`src/rtl/ixc_cap_loop_pkg.sv`:
```
// rtl/ixc_cap_loop_pkg.sv - shared state and halt-cause encodings for the capture-loop controller
package ixc_cap_loop_pkg;

  typedef enum logic [1:0] {
    ST_HALT  = 2'd0,
    ST_RUN   = 2'd1,
    ST_DRAIN = 2'd2,
    ST_STALL = 2'd3
  } capState_t;

  typedef enum logic [1:0] {
    CAUSE_RESET = 2'd0,
    CAUSE_STOP  = 2'd1,
    CAUSE_STEP  = 2'd2,
    CAUSE_WAIT  = 2'd3
  } haltCause_t;

endpackage

```
`src/rtl/ixc_cap_loop_div.sv`:
```
// rtl/ixc_cap_loop_div.sv - behavioural-clock divider and bClkEn/bcLatchEn pulse pair
module ixc_cap_loop_div #(
  parameter int DIV = 2
) (
  input  logic clk,
  input  logic rst,
  input  logic clear,
  input  logic run,
  input  logic gate,
  output logic fire,
  output logic bClkEn,
  output logic bcLatchEn
);
  localparam int DIV_W = $clog2(DIV);

  logic [DIV_W-1:0] divCnt;
  logic             wrap;

  assign wrap = (divCnt == DIV_W'(DIV - 1));
  // fire is the decision; bClkEn is its registered image one cycle later
  assign fire = run && wrap && gate;

  always_ff @(posedge clk or posedge rst) begin
    if (rst) begin
      divCnt    <= '0;
      bClkEn    <= 1'b0;
      bcLatchEn <= 1'b0;
    end else begin
      bClkEn    <= fire;
      bcLatchEn <= bClkEn;
      if (clear) begin
        divCnt <= '0;
      end else if (run) begin
        divCnt <= wrap ? '0 : divCnt + DIV_W'(1);
      end
    end
  end

endmodule

```
`src/rtl/ixc_cap_loop_ctrl.sv`:
```
// rtl/ixc_cap_loop_ctrl.sv - capture-loop controller: behavioural clock, latch enable, halt and cycle count
module ixc_cap_loop_ctrl
  import ixc_cap_loop_pkg::*;
#(
  parameter int CNT_W  = 32,
  parameter int DIV    = 2,
  parameter int DRAIN  = 2,
  parameter int RESUME = 2
) (
  input  logic             clk,
  input  logic             rst,
  input  logic             go,
  input  logic             stop,
  input  logic             freeRun,
  input  logic [CNT_W-1:0] stepN,
  input  logic             bpWait,
  output logic             bClkEn,
  output logic             bcLatchEn,
  output logic             bpHalt,
  output logic             busy,
  output logic [CNT_W-1:0] cycCnt,
  output logic [1:0]       haltCause
);
  localparam int DRAIN_W = $clog2(DRAIN + 1);
  localparam int LOW_W   = $clog2(RESUME + 2);

  capState_t          state;
  capState_t          nextState;
  haltCause_t         cause;
  haltCause_t         nextCause;
  logic               bpWaitQ;
  logic               stepMode;
  logic               fire;
  logic               divClear;
  logic               divRun;
  logic               divGate;
  logic               accept;
  logic               lastStep;
  logic               drainDone;
  logic               resumeOk;
  logic [CNT_W-1:0]   stepRem;
  logic [DRAIN_W-1:0] drainCnt;
  logic [LOW_W-1:0]   lowCnt;

  assign accept    = (state == ST_HALT) && go && !stop && (freeRun || (stepN != '0));
  assign lastStep  = fire && stepMode && (stepRem == CNT_W'(1));
  assign drainDone = (drainCnt == DRAIN_W'(DRAIN - 1));
  assign resumeOk  = (lowCnt == LOW_W'(RESUME));
  assign divClear  = (nextState == ST_RUN) && (state != ST_RUN);
  assign divRun    = (state == ST_RUN);
  assign divGate   = !bpWaitQ && !stop;
  assign haltCause = cause;

  ixc_cap_loop_div #(
    .DIV(DIV)
  ) uDiv (
    .clk      (clk),
    .rst      (rst),
    .clear    (divClear),
    .run      (divRun),
    .gate     (divGate),
    .fire     (fire),
    .bClkEn   (bClkEn),
    .bcLatchEn(bcLatchEn)
  );

  always_comb begin
    nextState = state;
    nextCause = cause;
    case (state)
      ST_HALT: begin
        if (accept) nextState = ST_RUN;
      end
      ST_RUN: begin
        if (stop) begin
          nextState = ST_DRAIN;
          nextCause = CAUSE_STOP;
        end else if (bpWaitQ) begin
          nextState = ST_DRAIN;
          nextCause = CAUSE_WAIT;
        end else if (lastStep) begin
          nextState = ST_DRAIN;
          nextCause = CAUSE_STEP;
        end
      end
      ST_DRAIN: begin
        if (drainDone) nextState = (cause == CAUSE_WAIT) ? ST_STALL : ST_HALT;
      end
      ST_STALL: begin
        if (stop) begin
          nextState = ST_HALT;
          nextCause = CAUSE_STOP;
        end else if (resumeOk) begin
          nextState = ST_RUN;
        end
      end
      default: nextState = ST_HALT;
    endcase
  end

  always_ff @(posedge clk or posedge rst) begin
    if (rst) begin
      state    <= ST_HALT;
      cause    <= CAUSE_RESET;
      bpWaitQ  <= 1'b0;
      bpHalt   <= 1'b1;
      busy     <= 1'b0;
      cycCnt   <= '0;
      stepRem  <= '0;
      stepMode <= 1'b0;
      drainCnt <= '0;
      lowCnt   <= '0;
    end else begin
      state   <= nextState;
      cause   <= nextCause;
      bpWaitQ <= bpWait;
      // status flags follow the state being entered so they stay registered
      bpHalt  <= (nextState == ST_HALT) || (nextState == ST_STALL);
      busy    <= (nextState == ST_RUN) || (nextState == ST_DRAIN);
      if (fire) cycCnt <= cycCnt + CNT_W'(1);
      if (accept) begin
        stepRem  <= stepN;
        stepMode <= !freeRun;
      end else if (fire && stepMode) begin
        stepRem <= stepRem - CNT_W'(1);
      end
      drainCnt <= (state == ST_DRAIN) ? drainCnt + DRAIN_W'(1) : '0;
      // any high wait sample restarts the resume qualification
      if ((state != ST_STALL) || bpWaitQ) begin
        lowCnt <= '0;
      end else if (!resumeOk) begin
        lowCnt <= lowCnt + LOW_W'(1);
      end
    end
  end

endmodule

```
`config.mk`:
```
export PLATFORM = sky130hd
export DESIGN_NAME = ixc_cap_loop_ctrl
export DESIGN_NICKNAME = d
export VERILOG_FILES = /design/src/rtl/ixc_cap_loop_pkg.sv /design/src/rtl/ixc_cap_loop_div.sv /design/src/rtl/ixc_cap_loop_ctrl.sv
export SDC_FILE = /design/constraint.sdc
export NUM_CORES = 1
export LEC_CHECK = 0
export ABC_AREA = 1
export BUFFER_PORTS_ARGS = -buffer_cell sky130_fd_sc_hd__buf_2
export CAP_MARGIN = 20
export CORE_ASPECT_RATIO = 1.1
export CORE_MARGIN = 1.5
export CORE_UTILIZATION = 51
export DETAILED_ROUTE_END_ITERATION = 7
export PLACE_DENSITY = 0.85
export REMOVE_ABC_BUFFERS = 1
export SLEW_MARGIN = 25
export SYNTH_ARGS = -nofsm -noshare
export SYNTH_HDL_FRONTEND = slang
export SYNTH_SLANG_ARGS = --single-unit
```
`constraint.sdc`:
```
create_clock -name clk -period 5.95 [get_ports clk]
set_clock_uncertainty 0.05 [all_clocks]
set_input_delay 1.19 -clock clk [delete_from_list [all_inputs] [get_ports clk]]
set_output_delay 1.19 -clock clk [all_outputs]
set_load 0.01 [all_outputs]
```
==> results of run 1 <==
[logic make-up after synthesis]
family	Yosys count	share of synthesized area (%)
flops	79	40.0
fa+ha+maj	6	1.52
simple gates	490	43.5
compound gates	28	2.96
buf+inv	84	7.04
xor+xnor	28	4.96
[layout by cell type (no fill, tap or decap), drive strengths merged]
cell	instances
a21oi	5
nor3b	1
clkbuf	9
dfstp	1
nor2	134
clkinvlp	2
bufinv	1
nand3b	7
or2	2
xnor2	14
a21boi	1
ha	6
nand4	12
inv	72
buf	76
nor3	11
nand3	104
dfrtp	78
clkinv	3
nand2	219
o21ai	22
xor2	14
[final cells by class]
class / count / share of cell area, %
tap: 117 / 2.62
multi-input combinational: 552 / 46.7
inverter: 71 / 4.79
timing repair buffer: 76 / 6.85
sequential: 79 / 35.4
clock buffer: 9 / 2.21
clock inverter: 7 / 1.43
[worst paths after layout]
check | slack (ns) | to | startpoint | cells after the start
max | 2.50 | uDiv.divCnt$_DFFE_PP0P_ | freeRun | 11
min | 0.33 | uDiv.bcLatchEn$_DFF_PP0_ | uDiv.bClkEn$_DFF_PP0_ | 0
max reg2reg | 3.31 | uDiv.divCnt$_DFFE_PP0P_ | state[0]$_DFF_PP0_ | 13
min reg2reg | 0.33 | uDiv.bcLatchEn$_DFF_PP0_ | uDiv.bClkEn$_DFF_PP0_ | 0
max in group asynchronous | 4.06 | haltCause[1]$_DFFE_PP0P_ | rst | 3
min in group asynchronous | 0.74 | stepRem[23]$_DFFE_PP0P_ | rst | 2
[through the flow]
| step | cell area [sq um] | std cells |
|---|---|---|
| global route | 5590 | 911 |
| floorplan | 4860 | 702 |
| detailed placement | 5390 | 895 |
| CTS | 5590 | 911 |
| finish | 5590 | 911 |
| global placement | 5390 | 895 |
[where the power goes]
part	total, mW	internal [mW]	switching (mW)
Combinational	0.717	0.264	0.452
Sequential	0.879	0.695	0.184
Clock	0.414	0.198	0.216
[worst register-to-register path, stage by stage (launching register included)]
cell,delay (ns)
dfrtp_1,0.43
inv_2,0.08
nor2_4,0.13
nand2_1,0.10
nor2_4,0.29
nand2_2,0.45
nor2_1,0.21
nand2_1,0.10
nand2_1,0.11
nand4_1,0.12
ha_1,0.26
nor2_1,0.10
nand2_1,0.05
o21ai_0,0.08
[per-layer routing]
layer / vias to the layer above / routed length [um] / global-route usage, %
met5: - / 0 / 0
met4: 0 / 378 / 9.94
met1: 2162 / 5240 / 31.7
met3: 29 / 615 / 4.08
met2: 136 / 5530 / 39.4
li1: 2418 / - / -
[state kept, by name (all words and copies together), names as in the netlist, 2 cells and up]
name       flops
state          2
cycCnt        32
lowCnt         2
stepRem       32
drainCnt       2
haltCause      2
==> results.sh, run 1 <==
export IMPL_drv_slew=0
export IMPL_htreeDepth=3
export IMPL_critPathKind="input pin to flop"
export IMPL_cellLeakagePower_nw=2.83
export IMPL_worst_slew_pin_transition_ns=0.759
export IMPL_preCtsSetupSlack_ns=2.16
export IMPL_register_area_sq_mm=0.00198
export IMPL_num_rows=37
export IMPL_cpMostUsedCell="nor2_1"
export IMPL_path_clk_slew_ns=0.08
export IMPL_core_sq_mm=0.00940
export IMPL_grt_pass1_vias=4431
export IMPL_ys_flop_type="dfrtp_1"
export IMPL_synth_area_sq_mm=0.00494
export IMPL_start_util_pct=52.6
export IMPL_crit_path_top_delay_cell="nand2_2"
export IMPL_cts_hold_buffers=0
export IMPL_cts_setup_buffers=0
export IMPL_numCtsBuffers=9
export IMPL_ctsResizeCount=0
export IMPL_drtPass1Iterations=7
export IMPL_grt_max_degree=60
export IMPL_slew_headroom_pct=49.3
export IMPL_worst_skew_pair_late_latency_ns=0.35
export IMPL_cts_tree="done"
export IMPL_place_congestion=0.921
export IMPL_synth_ff_latch_count=79
export IMPL_vias_per_cell=5.21
export IMPL_wl_mm=11.8
export IMPL_hold_viol_final=0
export IMPL_die_h_um=106
export IMPL_worst_slack_ns=2.50
export IMPL_yosysSeqAreaShare_pct=40.0
export IMPL_fin_crit_sh_pct=58.0
export IMPL_drc_errors=0
export IMPL_cp_arrival_ns=3.66
export IMPL_fillers=883
export IMPL_fin_hold_ws_ns=0.325
export IMPL_synth_most_common_cell="nand2_1"
export IMPL_synth_area_leaders="dfrtp_1 (40%), nand2_1 (16%), nand3_1 (10%)"
export IMPL_setup_viol=0
export IMPL_avgSynthCellArea_sq_um=6.91
export IMPL_vias=4745
export IMPL_status="finished, final reports clean"
export IMPL_cp_slowest_stage_delay_ns=0.69
export IMPL_root_buffer="clkbuf_8"
export IMPL_ys_warn_count=0
export IMPL_crit_buf_inv=1
export IMPL_max_clock_path_buffers=2
export IMPL_grt_pass1_wl_mm=20.3
export IMPL_end_kind="flop"
export IMPL_rsz0062_at_grt="no"
export IMPL_cp_required_ns=6.16
export IMPL_grt_util_all_layers_pct=24.0
export IMPL_drt_iter0_drc=275
export IMPL_ys_top_cells_by_count="nand2_1 (213), nor2_1 (127), nand3_1 (103)"
export IMPL_critPathTopFamily="simple AND/OR/NAND/NOR gates"
export IMPL_maxCapViolCount=0
export IMPL_routedWlPerCell_um=12.9
export IMPL_crit_chain="buf_2 -> nor2_1 -> nand4_1 -> nor2_1 -> nand2_1 -> nand2_2 -> nand4_1 -> ha_1 -> nor2_1 -> nand2_1 -> o21ai_0"
export IMPL_syn2layout_area_growth_pct=13.2
export IMPL_start_kind="input pin"
export IMPL_max_clock_freq_ghz=0.290
export IMPL_yosys_area_top_type="dfrtp_1"
export IMPL_yosysTopAreaCellShare_pct=39.5
export IMPL_path_max_fanout=36
export IMPL_die_w_um=96.8
export IMPL_synth_cell_type_count=32
export IMPL_multi_input_area_sq_mm=0.00261
export IMPL_final_min_clock_period_ns=3.45
export IMPL_io_pins=76
export IMPL_power_density_mw_per_mm2=359
export IMPL_synth_edf_count=0
export IMPL_antenna_found_initial=0
export IMPL_drive_gt1_share_pct=14.7
export IMPL_antenna_left=0
export IMPL_hpwlAfterDp_mm=8.84
export IMPL_ir_drop_mv=0.185
export IMPL_io_buffers=75
export IMPL_clock_sinks=79
export IMPL_final_util_pct=59.5
export IMPL_ys_async_sr_fraction_pct=100
export IMPL_power_mw=2.01
export IMPL_nets=833
export IMPL_setup_tns_ns=0
export IMPL_synth_cells=715
export IMPL_hp_class="flop to flop"
export IMPL_die_area_sq_mm=0.0103
export IMPL_grt_overflow=0
export IMPL_n_antenna_cell=0
(Power assumes the default switching activity.)
==> inputs of run 2 (changes only) <==
--- a/config.mk
+++ b/config.mk
@@ -5,14 +5,14 @@
 export SDC_FILE = /design/constraint.sdc
 export NUM_CORES = 1
 export LEC_CHECK = 0
-export ABC_AREA = 1
+export ABC_AREA = 0
 export BUFFER_PORTS_ARGS = -buffer_cell sky130_fd_sc_hd__buf_2
 export CAP_MARGIN = 20
 export CORE_ASPECT_RATIO = 1.1
 export CORE_MARGIN = 1.5
 export CORE_UTILIZATION = 51
 export DETAILED_ROUTE_END_ITERATION = 7
-export PLACE_DENSITY = 0.85
+export PLACE_DENSITY = 0.86
 export REMOVE_ABC_BUFFERS = 1
 export SLEW_MARGIN = 25
 export SYNTH_ARGS = -nofsm -noshare
==> constraint.sdc (replaced) <==
create_clock -name clk -period 3.61 [get_ports clk]
set_clock_uncertainty 0.05 [all_clocks]
set_input_delay 0.722 -clock clk [delete_from_list [all_inputs] [get_ports clk]]
set_output_delay 0.722 -clock clk [all_outputs]
set_load 0.01 [all_outputs]
==> run 2 against run 1 <==
Register-to-register slack lost 2.5 ns. First-iteration DRC count shrank 20%. Largest cell class unchanged. Sequential cell count is the same. Sequential share of layout area grew 5.4 points. Critical endpoint is now stepRem[9]$_DFFE_PP0P_. Non-clock buffer count grew 11. Setup slack lost 1.7 ns. Cell count shrank 33%. Critical path depth shrank 5. Largest power group unchanged. Hold slack gained 0.0027 ns. Count of clock-buffer cells in the layout is the same. Combinational power grew 13%. Routed wire length shrank 11%.
==> results.sh, run 2 <==
export IMPL_placed_cell_area_sq_mm=0.00467
export IMPL_numCtsBuffers=9
export IMPL_cts_hold_buffers=0
export IMPL_die_w_um=88.9
export IMPL_end_kind="flop"
export IMPL_cts_setup_buffers=0
export IMPL_synth_simple_area_share_pct=25.0
export IMPL_avgSynthCellArea_sq_um=9.88
export IMPL_path_clk_slew_ns=0.08
export IMPL_synth_most_common_cell="dfrtp_1"
export IMPL_grt_pass1_wl_mm=16.9
export IMPL_p_sw_share_pct=38.6
export IMPL_grt_pass1_vias=3585
export IMPL_path_max_fanout=26
export IMPL_rsz0062_at_grt="no"
export IMPL_synth_top_family_by_area="simple AND/OR/NAND/NOR gates"
export IMPL_vias_per_cell=6.21
export IMPL_die_h_um=97.5
export IMPL_fillers=690
export IMPL_power_frac_seq_pct=49.6
export IMPL_synthXorXnorAreaFrac_pct=9.31
export IMPL_ys_flop_type="dfrtp_1"
export IMPL_setup_tns_ns=0
export IMPL_yosys_area_top_type="dfrtp_1"
export IMPL_ir_drop_mv=0.304
export IMPL_critPathKind="input pin to flop"
export IMPL_clock_sinks=79
export IMPL_place_congestion=0.951
export IMPL_synth_cells=419
export IMPL_cp_required_ns=3.85
export IMPL_p_clk_share_pct=22.0
export IMPL_worst_skew_pair_late_latency_ns=0.36
export IMPL_synthAdderAreaFrac_pct=1.81
export IMPL_power_switching_mw=1.10
export IMPL_max_clock_path_buffers=2
export IMPL_maxCapViolCount=0
export IMPL_antenna_left=0
export IMPL_drtPass1Iterations=5
export IMPL_worst_slew_pin_transition_ns=0.996
export IMPL_place_inst=597
export IMPL_ctsResizeCount=0
export IMPL_stdcell_count=613
export IMPL_io_pins=76
export IMPL_slew_headroom_pct=33.6
export IMPL_synth_compound_area_share_pct=11.3
export IMPL_start_util_pct=52.3
export IMPL_synth_cell_type_count=55
export IMPL_ys_async_sr_fraction_pct=100
export IMPL_p_comb_share_pct=28.4
export IMPL_setup_viol=0
export IMPL_htreeDepth=3
export IMPL_hold_viol_final=0
export IMPL_routedWlPerCell_um=17.1
export IMPL_synth_ff_latch_count=79
export IMPL_drv_slew=0
export IMPL_fin_crit_sh_pct=76.6
export IMPL_fin_area_sq_mm=0.00486
export IMPL_yosysTopAreaCellShare_pct=47.1
export IMPL_start_kind="input pin"
export IMPL_yosysSeqAreaShare_pct=47.8
export IMPL_drive_gt1_share_pct=24.0
export IMPL_wl_mm=10.5
export IMPL_final_util_pct=61.4
export IMPL_synth_mux_area_share_pct=2.02
export IMPL_status="finished, final reports clean"
export IMPL_cellLeakagePower_nw=2.16
export IMPL_nets=544
export IMPL_drt_iter0_drc=221
export IMPL_final_common_cell="dfrtp_1"
export IMPL_synth_edf_count=0
export IMPL_syn2layout_area_growth_pct=17.3
export IMPL_p_int_mw=1.75
export IMPL_hpwlAfterDp_mm=7.67
export IMPL_final_min_clock_period_ns=2.77
export IMPL_grt_util_all_layers_pct=24.9
export IMPL_core_sq_mm=0.00791
export IMPL_hp_class="flop to flop"
export IMPL_cp_arrival_ns=3.01
export IMPL_synth_area_leaders="dfrtp_1 (47%), xnor2_1 (6.8%), nand2_1 (3.4%)"
export IMPL_top_regs="cycCnt: 32 flops, stepRem: 32 flops"
export IMPL_die_area_sq_mm=0.00867
export IMPL_n_antenna_cell=0
export IMPL_synth_area_sq_mm=0.00414
export IMPL_grt_max_degree=36
export IMPL_ys_top_cells_by_count="dfrtp_1 (78), nand2_1 (38), xnor2_1 (32)"
export IMPL_vias=3808
export IMPL_max_clock_freq_ghz=0.361
export IMPL_ys_warn_count=0
export IMPL_antenna_found_initial=0
export IMPL_io_buffers=75
export IMPL_drc_errors=0
export IMPL_layout_common_cells="dfrtp_1 (78), buf_2 (75), nand2_1 (38), xnor2_1 (32), nand3_1 (25)"
export IMPL_grt_overflow=0
export IMPL_root_buffer="clkbuf_8"
export IMPL_power_density_mw_per_mm2=588
export IMPL_cts_tree="done"
export IMPL_num_rows=34
run 2: cell types whose count changed in the layout (fill, tap and decap cells not counted), sizes merged, moves of 14 or more:
cell | previous run | this run
nor4 | 0 | 17
nand2 | 219 | 38
xnor2 | 14 | 32
inv | 72 | 15
nor3 | 11 | 25
nand3 | 104 | 25
nor2 | 134 | 21
run 2: final cells by class:
type | count | area, sq um | area share (%)
multi-input combinational | 312 | 2050 | 42.2
inverter | 11 | 41.3 | 0.850
tap | 108 | 135 | 2.78
timing repair buffer | 87 | 465 | 9.58
sequential | 79 | 1980 | 40.7
clock buffer | 9 | 124 | 2.55
clock inverter | 7 | 61.3 | 1.26
run 2: kinds of logic after synthesis:
group           after synthesis
buf+inv                      28
simple gates                187
flops                        79
compound gates               67
fa+ha+maj                     6
mux                           8
xor+xnor                     44
run 2: power groups by stage:
stage / registers (mW) / clock network (mW) / logic (mW)
final: 1.42 / 0.629 / 0.810
after CTS: 1.40 / 0.640 / 0.805
after floorplan: 1.35 / 0 / 0.565
after detailed placement: 1.41 / 0 / 0.804
after global routing: 1.44 / 0.678 / 0.904
after global placement: 1.40 / 0 / 0.768
run 2: worst max-delay path, stage by stage:
cell and delay, ns:
buf_2 0.10, nor4_1 0.50, nand4_1 0.29, o31a_1 0.68, nor2_1 0.47, a221o_1 0.23
run 2: metrics by stage:
step                      hold WS [ns]  power (mW)  worst slack (ns)
after floorplan                  0.358        1.91             0.661
after global placement           0.310        2.16             0.586
after detailed placement         0.314        2.21             0.476
after CTS                        0.333        2.84             0.855
after global routing             0.349        3.03             0.676
final                            0.328        2.85             0.843
run 2: final timing paths:
check	startpoint	endpoint	slack (ns)	cells after the start
max in group asynchronous	rst	bpHalt$_DFF_PP1_	2.31	3
hold / removal	uDiv.bClkEn$_DFF_PP0_	uDiv.bcLatchEn$_DFF_PP0_	0.33	0
min in group asynchronous	rst	uDiv.bcLatchEn$_DFF_PP0_	0.35	2
setup / recovery	stepN[16]	stepRem[9]$_DFFE_PP0P_	0.84	6
setup reg to reg	state[0]$_DFF_PP0_	uDiv.divCnt$_DFFE_PP0P_	0.86	8
hold reg to reg	uDiv.bClkEn$_DFF_PP0_	uDiv.bcLatchEn$_DFF_PP0_	0.33	0
run 2: layer usage:
metal	vias up	share of wire (%)	track usage, %	routed length [um]
met5	-	0	0	0
met4	0	3.2	10.7	339
met3	39	7.8	3.91	823
met2	200	48	40.2	5030
met1	1856	41	32.9	4310
li1	1713	-	-	-
